## src/rtl/code_patch_loader.sv

```systemverilog
// -----------------------------------------------------------------------------
// code_patch_loader
// Write side of the code-patch table. Deserialises bit-serial patch frames
// ({index, patch word}, MSB first) and commits each into a small register
// table that the patch core reads together with per-entry valid flags.
//
// Ports
//   clk_i          clock
//   rst_ni         asynchronous active-low reset
//   cfg_pat_gen_i  write enable; low blocks new frames and aborts a frame
//   si_valid_i     qualifies si_start_i / si_data_i this cycle
//   si_start_i     first bit of a frame
//   si_data_i      serial data bit, MSB first
//   si_clear_i     synchronous clear of all valid flags (data retained)
//   patch_entry_o  table contents, one ENTRY_W word per entry
//   patch_valid_o  per-entry valid flags
//   wr_done_o      one-cycle pulse: frame committed
//   wr_err_o       one-cycle pulse: frame rejected or aborted
//   busy_o         high while a frame is being shifted or committed
// -----------------------------------------------------------------------------
module code_patch_loader #(
    parameter int ENTRY_W     = 22,
    parameter int NUM_ENTRIES = 3,
    parameter int IDX_W       = 2
) (
    input  logic                                  clk_i,
    input  logic                                  rst_ni,
    input  logic                                  cfg_pat_gen_i,
    input  logic                                  si_valid_i,
    input  logic                                  si_start_i,
    input  logic                                  si_data_i,
    input  logic                                  si_clear_i,
    output logic [NUM_ENTRIES-1:0][ENTRY_W-1:0]   patch_entry_o,
    output logic [NUM_ENTRIES-1:0]                patch_valid_o,
    output logic                                  wr_done_o,
    output logic                                  wr_err_o,
    output logic                                  busy_o
);

    // state  | meaning
    // IDLE   | waiting for a start bit with cfg_pat_gen_i high
    // SHIFT  | collecting frame bits; count = bits accepted so far
    // COMMIT | one cycle: write entry (or reject), no bits accepted

    localparam int FRAME_W = IDX_W + ENTRY_W;
    localparam int CNT_W   = $clog2(FRAME_W + 1);
    localparam logic [CNT_W-1:0] CNT_LAST = CNT_W'(FRAME_W - 1);

    typedef enum logic [1:0] {
        ST_IDLE   = 2'd0,
        ST_SHIFT  = 2'd1,
        ST_COMMIT = 2'd2
    } state_t;

    state_t                               state_q, state_d;
    logic [FRAME_W-1:0]                   shreg_q, shreg_d;
    logic [CNT_W-1:0]                     cnt_q, cnt_d;
    logic [NUM_ENTRIES-1:0][ENTRY_W-1:0]  entry_q, entry_d;
    logic [NUM_ENTRIES-1:0]               valid_q, valid_d;
    logic                                 done_q, done_d;
    logic                                 err_q, err_d;
    logic                                 busy_q;

    logic [IDX_W-1:0]   frame_idx;
    logic [ENTRY_W-1:0] frame_data;

    assign frame_idx  = shreg_q[FRAME_W-1 -: IDX_W];
    assign frame_data = shreg_q[ENTRY_W-1:0];

    always_comb begin
        state_d = state_q;
        shreg_d = shreg_q;
        cnt_d   = cnt_q;
        entry_d = entry_q;
        valid_d = valid_q;
        done_d  = 1'b0;
        err_d   = 1'b0;

        // Clear only touches the flags, so it never disturbs shifting.
        if (si_clear_i) begin
            valid_d = '0;
        end

        case (state_q)
            ST_IDLE: begin
                if (si_valid_i && si_start_i && cfg_pat_gen_i) begin
                    shreg_d = {{(FRAME_W-1){1'b0}}, si_data_i};
                    cnt_d   = CNT_W'(1);
                    state_d = ST_SHIFT;
                end
            end

            ST_SHIFT: begin
                if (!cfg_pat_gen_i) begin
                    // Abort takes priority over whatever bit is presented.
                    err_d   = 1'b1;
                    cnt_d   = '0;
                    state_d = ST_IDLE;
                end else if (si_valid_i) begin
                    if (si_start_i) begin
                        // Restart: the start bit opens a fresh frame.
                        err_d   = 1'b1;
                        shreg_d = {{(FRAME_W-1){1'b0}}, si_data_i};
                        cnt_d   = CNT_W'(1);
                    end else begin
                        shreg_d = {shreg_q[FRAME_W-2:0], si_data_i};
                        cnt_d   = cnt_q + CNT_W'(1);
                        if (cnt_q == CNT_LAST) begin
                            state_d = ST_COMMIT;
                        end
                    end
                end
            end

            ST_COMMIT: begin
                state_d = ST_IDLE;
                cnt_d   = '0;
                if (si_clear_i || (int'(frame_idx) >= NUM_ENTRIES)) begin
                    err_d = 1'b1;
                end else begin
                    for (int i = 0; i < NUM_ENTRIES; i++) begin
                        if (int'(frame_idx) == i) begin
                            entry_d[i] = frame_data;
                            valid_d[i] = 1'b1;
                        end
                    end
                    done_d = 1'b1;
                end
            end

            default: begin
                state_d = ST_IDLE;
                cnt_d   = '0;
            end
        endcase
    end

    always_ff @(posedge clk_i or negedge rst_ni) begin
        if (!rst_ni) begin
            state_q <= ST_IDLE;
            shreg_q <= '0;
            cnt_q   <= '0;
            entry_q <= '0;
            valid_q <= '0;
            done_q  <= 1'b0;
            err_q   <= 1'b0;
            busy_q  <= 1'b0;
        end else begin
            state_q <= state_d;
            shreg_q <= shreg_d;
            cnt_q   <= cnt_d;
            entry_q <= entry_d;
            valid_q <= valid_d;
            done_q  <= done_d;
            err_q   <= err_d;
            busy_q  <= (state_d != ST_IDLE);
        end
    end

    assign patch_entry_o = entry_q;
    assign patch_valid_o = valid_q;
    assign wr_done_o     = done_q;
    assign wr_err_o      = err_q;
    assign busy_o        = busy_q;

endmodule
```

## config.mk

```make
export PLATFORM = sky130hd
export DESIGN_NAME = code_patch_loader
export DESIGN_NICKNAME = d
export VERILOG_FILES = /design/src/rtl/code_patch_loader.sv
export SDC_FILE = /design/constraint.sdc
export NUM_CORES = 1
export LEC_CHECK = 0
export BUFFER_PORTS_ARGS = -buffer_cell sky130_fd_sc_hd__buf_4
export CAP_MARGIN = 10
export CORE_MARGIN = 1
export CORE_UTILIZATION = 39
export DETAILED_ROUTE_END_ITERATION = 7
export SLEW_MARGIN = 20
export SYNTH_ARGS = -nofsm -noshare
export SYNTH_HDL_FRONTEND = slang
export SYNTH_SLANG_ARGS = --single-unit
```

## constraint.sdc

```tcl
create_clock -name clk_i -period 2.33 [get_ports clk_i]
set_input_delay 0 -clock clk_i [delete_from_list [all_inputs] [get_ports clk_i]]
set_output_delay 0 -clock clk_i [all_outputs]
set_load 0.01 [all_outputs]
```

; ---- Yosys cells after proc, flatten, opt, wreduce, memory -nomap -nowiden
; Cells that the tools add are included.
[word_totals]
out_inout_bits = 72
elab_cells = 63
register_bits = 103
input_bits = 7
[classes]
addsub = 1
eq_ne = 9
reduce_logical = 12
n_lt_le_gt_ge = 1
muxes = 29
bitwise = 1
[ops]
columns = op, n
row1 = 24-bit 2-to-1 mux, 4
row2 = 24-bit one-hot mux with 2 select lines, 1
row3 = 5-bit 2-to-1 mux, 4
row4 = 2-bit 2-to-1 mux, 5
row5 = 5-bit one-hot mux with 2 select lines, 1
row6 = 1-bit 2-to-1 mux, 9
row7 = 3-bit 2-to-1 mux, 3
row8 = 3-bit AND reduction, 3
row9 = "2-bit equality test, second input constant", 3
row10 = "2-bit inequality test, second input constant", 3
row11 = "5-bit by 1-bit adder with 5-bit output, second input constant", 1
row12 = "5-bit equality test, second input constant", 1
row13 = 2-bit zero test, 2
row14 = 2-bit one-hot mux with 2 select lines, 1
row15 = 4-bit AND reduction, 1
row16 = 2-bit nonzero test, 2
row17 = "3-bit inequality test, second input constant", 1
row18 = "2-bit by 1-bit equality test with 1-bit output, second input constant", 1
row19 = "2-bit greater-or-equal comparator, second input constant", 1
row20 = 1-bit logical AND, 2
row21 = 1-bit one-hot mux with 2 select lines, 1
row22 = 2-bit AND reduction, 1
row23 = 1-bit logical OR, 1
row24 = 1-bit inverter, 1

; ---- Depth between registers and ports, before layout
; Gate-level depths: netlist (run 1).
[depth]
ltp_word = 7
mapped_depth = 7
ltp_nobuf = 5

; ---- Worst setup path before layout (run 1)
; OpenSTA, ideal clock, no wires.
[synth_path]
path_kind = register to register
from = reg state_q[0]
to = reg entry_q, in the netlist patch_entry_o[10]
path_stages_with_launch = 7
synth_period_minus_slack_ns = 1.722
arrival_ns = 1.597
setup_slack_ns = 0.608
path_cell_list = dfrtp_1 > inv_1 > ha_1 > nand2b_4 > nor3_2 > buf_2 > mux2_2
[synth_between]
elab_chain_cells = 2
[synth_lines]
columns = item, line_no
row1 = start: declaration, 55  ; state_t state_q, state_d;
row2 = start signal: assignment, 149  ; state_q <= state_d;
row3 = 2-bit equality test, 84  ; case (state_q)
row4 = 3-bit AND reduction (no source line), -
row5 = end signal: assignment, 152  ; entry_q <= entry_d;
row6 = end: declaration, 58  ; logic [NUM_ENTRIES-1:0][ENTRY_W-1:0] entry_q, entry_d;
; No other way between the ends.
; A chain may end at the register's enable or synchronous reset.

; ---- Final worst setup path (run 1)
[layout_path]
from = reg state_q[0]
to = reg cnt_q[1]
[layout_between]
elab_chain_cells = 3
word_cells_on_any_way = 6
[layout_lines]
columns = item, line_no
row1 = 2-bit by 1-bit equality test with 1-bit output or 2-bit zero test (tied branches), 84
row2 = 3-bit inequality test (no source line) or 2-bit inequality test (tied branches), -
row3 = 2-bit AND reduction (no source line), -
row4 = end signal: assignment, 151  ; cnt_q <= cnt_d;
row5 = end: declaration, 57  ; logic [CNT_W-1:0] cnt_q, cnt_d;
; Several ways; a longest one is shown, not always the timed one.

==> flow_summary.json, run 1 <==
{
  "seqPwrFrac": 0.576,
  "power_density_nw_per_um2": 645,
  "cts_buffer_depth": 2,
  "synth.area.top_cells": "dfrtp_1 (60%), mux2_2 (17%), mux2i_1 (5.4%)",
  "cts-htree-levels": 3,
  "ios": 79,
  "fin_nets": 415,
  "skew_ns": 0.0129,
  "chipHeight_um": 107,
  "p_clk_frac": 0.307,
  "r2r_setup_slack_ns": 0.46,
  "synth-edff-count": 0,
  "vdd_drop_max_mv": 0.356,
  "core_area_um2": 10500,
  "num_antenna_cells": 0,
  "avgSynthCellArea_um2": 13.7,
  "tightest_slew_ns": 0.715,
  "comb_power_share": 0.118,
  "hold_path_class": "input pin to flop",
  "fmax_mhz": 535,
  "cts_tree": "done",
  "stdcell_area_um2": 5240,
  "grt_pass1_vias": 2586,
  "grt.overflow.total": 0,
  "critPathArrivalTime_ns": 2.11,
  "path_cells": "inv_1 -> ha_1 -> a21oi_1 -> o2bb2ai_1 -> mux2_2",
  "syn_to_final_growth_pct": 22.6,
  "vias": 2648,
  "clk_pin_slew_worst_paths_ns": 0.10,
  "switchingPower_mw": 0.954,
  "cp_slowest_cell": "dfrtp_1",
  "cap_viol_max_count": 0,
  "crit_path_start_kind": "flop",
  "required_ns": 2.57,
  "synth.distinct_cells": 34,
  "vias_per_cell": 4.87,
  "synthFlopType": "dfrtp_1",
  "p_int_mw": 2.42,
  "postCtsSetupRepairBufs": 0,
  "grt_util_all_layers": 0.152,
  "ys_seq_elements": 103,
  "antenna_left": 0,
  "rsz0062_at_grt": "false",
  "dpl_cell_area_um2": 5030,
  "start_util": 0.408,
  "drive_above_1_share": 0.431,
  "wl_um": 8210,
  "grt_antenna_before_repair": 0,
  "worst_slew_margin_rel": 0.523,
  "yosysTopAreaCell": "dfrtp_1",
  "wl_per_cell_um": 15.1,
  "fin_crit_ns": 1.87,
  "syn-cell-area_um2": 4270,
  "yosysSeqAreaShare": 0.604,
  "path_class": "flop to flop",
  "finalCritPeriodShare": 0.802,
  "cts_root_buf": "clkbuf_8",
  "status": "finished clean",
  "crit_path_end_kind": "flop",
  "async_flop_share": 1.00,
  "grt_pass1_wl_um": 13300,
  "synth_top_area_frac": 0.604,
  "cts_sinks": 103,
  "fin_setup_tns_ns": 0,
  "rows": 37,
  "drc": 0,
  "synth.most_common_cell": "dfrtp_1",
  "cp_top_family": "compound AO/OA/AOI/OAI gates",
  "crit_buf_inv": 1,
  "place.gp.congestion": 0.774,
  "die_area_um2": 11400,
  "yosysWarnings": 0,
  "maxSlewViolCount": 0,
  "setup_viol": 0,
  "yosys-top-cells-count": "dfrtp_1 (103), mux2_2 (64), nand2_1 (28), inv_1 (27), mux2i_1 (23)",
  "clkLatencyLatePin_ns": 0.36,
  "cts-buffers-inserted": 9,
  "post-dp-hpwl_um": 5560,
  "p_sw_frac": 0.283,
  "syn_nets": 323,
  "die_w_um": 107,
  "p_leak_nw": 2.64,
  "grt_max_degree": 58,
  "hold_viol": 0,
  "port_buffers": 78,
  "cp_slowest_stage_delay_ns": 0.42,
  "syn_inst": 312,
  "critPathMaxFanout": 11,
  "detail_route.iter0.violations": 75,
  "whs_ns": 0.0420,
  "dr.pass1.iters": 4
}
power by group through the flow:
stage,registers (mW),logic (mW),clock network [mW]
floorplan,1.96,0.264,0
global placement,1.98,0.393,0
detailed placement,1.98,0.397,0
CTS,1.94,0.404,1.08
global route,1.96,0.445,1.15
finish,1.94,0.397,1.03
registers in the layout, summed over array words and instances, names as in the netlist:
register / count
wr_err_o: 1
patch_valid_o: 3
cnt_q: 5
state_q: 2
wr_done_o: 1
patch_entry_o: 66
busy_o: 1
shreg_q: 24
cell type report:
class | instances | area, µm²
fill | 977 | 5230
sequential | 103 | 2580
multi-input combinational | 170 | 1510
timing repair buffer | 92 | 698
tap | 136 | 170
clock buffer | 9 | 124
inverter | 28 | 105
clock inverter | 6 | 50.0
cell families (layout without fill, tap and decap cells):
family	count (synthesis)	count (layout)	synth area share
buffers and inverters	39	135	0.0463
flip-flops	103	103	0.604
AND/OR/NAND/NOR	50	50	0.0654
multiplexers	91	91	0.233
AO/OA/AOI/OAI	25	25	0.0396
adder cells (fa/ha/maj)	4	4	0.0117
path summary, 6_finish.rpt:
path,start,end,cells past startpoint
max,state_q[0],cnt_q[1],5
min reg2reg,patch_entry_o[22],patch_entry_o[22],1
min,si_start_i,shreg_q[6],4
min in group asynchronous,rst_ni,patch_entry_o[58],2
max in group asynchronous,rst_ni,shreg_q[20],3
max reg2reg,state_q[0],cnt_q[1],5
timing repair:
item / CTS / global route
gates resized for setup: 0 / 0
hold endpoints to repair: 59 / 0
hold buffers: 3 / 0
placed cells by master, fill, tap and decap left out, types with 4 or more instances in the layout:
cell type and count:
clkbuf_8 9, nand2_1 28, a21oi_1 5, dfrtp_1 103, buf_4 89, inv_1 27
mux2i_1 23, mux2_1 4, mux2_2 64, ha_1 4, o21ai_0 6
worst min-delay path: cells and delay by family:
kind / cells / cell delay, ns
muxes: 1 / 0.06
and+or+nand+nor: 2 / 0.17
buffers and inverters: 1 / 0.14
layer usage:
layer | up-vias | GRT usage | part of all wire
met5 | - | 0 | 0
met4 | 0 | 0.0528 | 0.011
li1 | 1247 | - | -
met2 | 59 | 0.235 | 0.47
met1 | 1337 | 0.203 | 0.47
met3 | 5 | 0.0450 | 0.050
per-stage QoR:
step                       util  instances  total power [mW]  setup slack (ns)
after floorplan               -        312              2.22             0.608
after global placement    0.481        526              2.37             0.507
after detailed placement  0.481        526              2.38             0.469
after CTS                 0.500        544              3.43             0.444
after global routing      0.500        544              3.55             0.303
final                     0.500        544              3.38             0.462
(Power assumes the default switching activity.)
==> run 2: changes to the inputs <==
Clock period 2.33 ns to 1.8 ns, I/O delays scaled along.
==> run 2 against run 1 <==
- fmax grew 10%
- non-clock buffer count grew 3
- via count grew 0.34%
- critical endpoint is now patch_entry_o[47]
- cell count grew 0.74%
==> flow_summary.json, run 2 (synthesis results as in run 1) <==
{
  "cap_viol_max_count": 0,
  "post-dp-hpwl_um": 5780,
  "largest_reg_flops": 66,
  "crit_cells": 6,
  "num_antenna_cells": 0,
  "hold_end": "cnt_q[0]",
  "fin_nets": 418,
  "cp_top_family": "flip-flops",
  "grt.overflow.total": 0,
  "die_area_um2": 11400,
  "cts_tree": "done",
  "wl_per_cell_um": 15.5,
  "cts_buffer_depth": 2,
  "vdd_drop_max_mv": 0.431,
  "dr.pass1.iters": 4,
  "crit_path_start_kind": "flop",
  "place_ws_ns": 0.110,
  "fin_setup_tns_ns": 0,
  "start_util": 0.408,
  "final_cells": 548,
  "detail_route.iter0.violations": 111,
  "grt_antenna_before_repair": 0,
  "grt_pass1_wl_um": 14000,
  "required_ns": 2.05,
  "syn_to_final_growth_pct": 25.2,
  "r2r-start": "state_q[0]",
  "p_leak_nw": 2.68,
  "grt_pass1_vias": 2657,
  "path_cells": "inv_1 -> ha_1 -> nand2b_4 -> nor3_4 -> buf_4 -> mux2_2",
  "chipHeight_um": 107,
  "dr_wl_met3_um": 395,
  "maxSlewViolCount": 0,
  "vias_per_cell": 4.85,
  "reg2reg_depth": 6,
  "cp_slowest_stage_delay_ns": 0.42,
  "wl_um": 8470,
  "crit_buf_inv": 2,
  "finalCritPeriodShare": 0.943,
  "hp-start": "si_valid_i",
  "cts-htree-levels": 3,
  "fmax_mhz": 589,
  "cts-buffers-inserted": 9,
  "port_buffers": 78,
  "fin_crit_ns": 1.70,
  "r2r_setup_slack_ns": 0.10,
  "setup_slack_ns": 0.103,
  "status": "finished clean",
  "setup_viol": 0,
  "ios": 79,
  "wirelength_met1_um": 4140,
  "path_class": "flop to flop",
  "hold_viol": 0,
  "final_common_cell": "dfrtp_1",
  "grt_max_degree": 41,
  "antenna_left": 0,
  "rows": 37,
  "holdPathStages": 4,
  "tightest_slew_ns": 0.472,
  "cts_sinks": 103,
  "top_layer": "met4",
  "worst_slew_margin_rel": 0.685,
  "dr_wl_met2_um": 3830,
  "dp.cells": 529,
  "cp_slowest_cell": "dfrtp_1",
  "crit_path_end_kind": "flop",
  "critPathArrivalTime_ns": 1.94,
  "rsz0062_at_grt": "false",
  "place.gp.congestion": 0.835,
  "utilization": 0.511,
  "core_area_um2": 10500,
  "clk_pin_slew_worst_paths_ns": 0.10,
  "layout_common_cells": "dfrtp_1 (103), buf_4 (87), mux2_2 (64), nand2_1 (28), inv_1 (27)",
  "clkLatencyLatePin_ns": 0.37,
  "skew_ns": 0.0184,
  "grt_util_all_layers": 0.160,
  "die_w_um": 107,
  "cts_root_buf": "clkbuf_8",
  "rr_endpoint": "patch_entry_o[47]",
  "drive_above_1_share": 0.439,
  "critPathMaxFanout": 11,
  "power_density_nw_per_um2": 864,
  "hold_path_class": "input pin to flop",
  "drc": 0,
  "vias": 2657
}
run 2: per-stage QoR:
| step | power, mW | area (µm²) | hold slack (ns) |
|---|---|---|---|
| 2_1_floorplan | 2.88 | 4270 | -0.296 |
| 3_3_place_gp | 3.10 | 5090 | -0.00985 |
| 3_5_place_dp | 3.13 | 5090 | -0.0125 |
| 4_1_cts | 4.67 | 5330 | 0.0519 |
| 5_1_grt | 4.84 | 5340 | 0.0763 |
| 6_report | 4.62 | 5340 | 0.0631 |
run 2: worst max path at each step:
stage / from / end / slack, ns
3_3_place_gp: state_q[0] / patch_entry_o[11] / 0.12
4_1_cts: state_q[0] / shreg_q[12] / 0.09
3_5_place_dp: state_q[0] / shreg_q[12] / 0.11
5_1_grt: state_q[0] / shreg_q[12] / 0.01
6_report: state_q[0] / patch_entry_o[47] / 0.10
2_1_floorplan: state_q[0] / patch_entry_o[10] / 0.08
run 2: what timing repair did:
action / CTS / global route
gates resized for setup: 0 / 3
buffers inserted: 0 / 0
endpoints found under the hold margin: 76 / 0
hold buffers: 3 / 0
endpoints found under the setup margin: 0 / 18
run 2: metal layers:
| metal | up-vias | track usage |
|---|---|---|
| met5 | - | 0 |
| met4 | 0 | 0.0656 |
| met3 | 8 | 0.0401 |
| met2 | 57 | 0.238 |
| met1 | 1348 | 0.223 |
| li1 | 1244 | - |
run 2: report_power, final:
| group | total (mW) | switching, mW | internal, mW |
|---|---|---|---|
| combinational | 0.570 | 0.323 | 0.247 |
| sequential | 2.52 | 0.111 | 2.41 |
| clock | 1.53 | 0.856 | 0.675 |
run 2: area by class of cell:
class | count | area (µm²)
repair buffers | 95 | 766
flip-flops and latches | 103 | 2580
inverters | 28 | 105
fillers | 942 | 5120
multi-input cells | 170 | 1510
clock buffers | 9 | 124
clock inverters | 7 | 88.8
well taps | 136 | 170
run 2: tightest hold or removal path: stages:
cell and delay, ns:
buf_4 0.14, nor2b_1 0.11, a22oi_1 0.07, o21ai_0 0.07
==> run 3: changes to the inputs <==
Settings changed: SETUP_SLACK_MARGIN set to 0.15.
==> run 3 against run 2 <==
- cell count rose by 4.2%
- sequential power about the same
- clock skew fell by 0.0043 ns
- critical path type unchanged
==> flow_summary.json, run 3 (synthesis results as in run 1) <==
{
  "switchingPower_mw": 1.35,
  "cts_root_buf": "clkbuf_8",
  "p_sw_frac": 0.290,
  "cts-htree-levels": 3,
  "skew_ns": 0.0141,
  "rows": 37,
  "grt_pass1_wl_um": 15200,
  "clkLatencyLatePin_ns": 0.37,
  "ios": 79,
  "power_mw": 4.64,
  "grt_pass1_vias": 2804,
  "start_util": 0.408,
  "hp-start": "si_valid_i",
  "p_int_mw": 3.30,
  "wl_per_cell_um": 17.6,
  "antenna_left": 0,
  "crit_start": "state_q[0]",
  "hold_path_class": "input pin to flop",
  "grt.overflow.total": 0,
  "cts_sinks": 103,
  "whs_ns": 0.0658,
  "fin_nets": 441,
  "wl_um": 10000,
  "setup_viol": 0,
  "critPathArrivalTime_ns": 1.97,
  "critPathMaxFanout": 6,
  "p_leak_nw": 2.86,
  "fmax_mhz": 583,
  "largest_reg_flops": 66,
  "grt_util_all_layers": 0.174,
  "status": "finished clean",
  "seq_area_um2": 2580,
  "final_common_cell": "dfrtp_1",
  "num_antenna_cells": 0,
  "fin_crit_ns": 1.71,
  "final.fill_count": 889,
  "grt_max_degree": 41,
  "required_ns": 2.06,
  "seqPwrFrac": 0.542,
  "syn_to_final_growth_pct": 36.3,
  "fin_setup_tns_ns": 0,
  "port_buffers": 78,
  "chipHeight_um": 107,
  "crit_path_end_kind": "flop",
  "hold_viol": 0,
  "cts-buffers-inserted": 9,
  "r2r-start": "state_q[0]",
  "r2r_setup_slack_ns": 0.09,
  "vias": 2797,
  "tightest_slew_ns": 0.488,
  "vias_per_cell": 4.90,
  "place_ws_ns": 0.111,
  "multi_input_area_um2": 1650,
  "die_area_um2": 11400,
  "detail_route.iter0.violations": 76,
  "maxSlewViolCount": 0,
  "grt_antenna_before_repair": 0,
  "post-dp-hpwl_um": 5660,
  "clk_pin_slew_worst_paths_ns": 0.10,
  "place.gp.congestion": 0.778,
  "stdcell_area_um2": 5820,
  "dpl_cell_area_um2": 5120,
  "layout_common_cells": "dfrtp_1 (102), buf_4 (91), mux2_2 (42), nand2_1 (27), inv_1 (25)",
  "worst_slew_margin_rel": 0.674,
  "drc": 0,
  "cts_tree": "done",
  "rsz0062_at_grt": "true",
  "crit_path_start_kind": "flop",
  "die_w_um": 107,
  "dr.pass1.iters": 4,
  "utilization": 0.556,
  "vdd_drop_max_mv": 0.396,
  "comb_power_share": 0.163,
  "dp.cells": 529,
  "cts_buffer_depth": 2,
  "setup_slack_ns": 0.0857,
  "p_clk_frac": 0.295,
  "final_cells": 571,
  "path_class": "flop to flop",
  "cap_viol_max_count": 0,
  "power_density_nw_per_um2": 798,
  "drive_above_1_share": 0.490,
  "core_area_um2": 10500,
  "finalCritPeriodShare": 0.952
}
-- run 3: what timing repair did --
action,CTS,global route
setup buffers,9,6
cloned,3,5
endpoints found under the hold margin,46,0
hold buffers,3,0
setup endpoints to repair,75,93
pin swaps,2,2
resized for setup,17,36
-- run 3: per-layer routing --
metal  track usage  wire [µm]  vias to the layer above
met5             0          0                        -
met4        0.0685        186                        0
met3        0.0371        482                       16
met2         0.261       4570                       77
met1         0.246       4800                     1405
li1              -          -                     1299
-- run 3: area by class of cell --
type	instances	share of cell area
clock inverters	6	0.00903
clock buffers	10	0.0219
multi-input cells	170	0.284
flip-flops and latches	103	0.443
inverters	28	0.0181
well taps	136	0.0292
repair buffers	118	0.194
-- run 3: path summary, 6_finish.rpt --
kind                                          end  cells after the start
min in group asynchronous                cnt_q[3]                      2
max in group asynchronous       patch_entry_o[11]                      3
worst min register to register   patch_valid_o[0]                      1
worst max register to register  patch_entry_o[57]                      8
worst max-delay path            patch_entry_o[57]                      8
worst min-delay path                     cnt_q[1]                      3
-- run 3: power by group through the flow --
stage | clock network, mW | registers (mW) | logic [mW]
after floorplan | 0 | 2.53 | 0.348
after global placement | 0 | 2.56 | 0.574
after detailed placement | 0 | 2.56 | 0.589
after CTS | 1.40 | 2.51 | 0.720
after global routing | 1.48 | 2.54 | 0.825
final | 1.37 | 2.52 | 0.758
-- run 3: critical path: stages, from the launching register on --
cell,delay (ns)
dfrtp_1,0.39
inv_2,0.08
ha_4,0.15
nand2b_4,0.07
buf_6,0.13
nor3_4,0.16
buf_6,0.15
buf_6,0.14
mux2_2,0.33
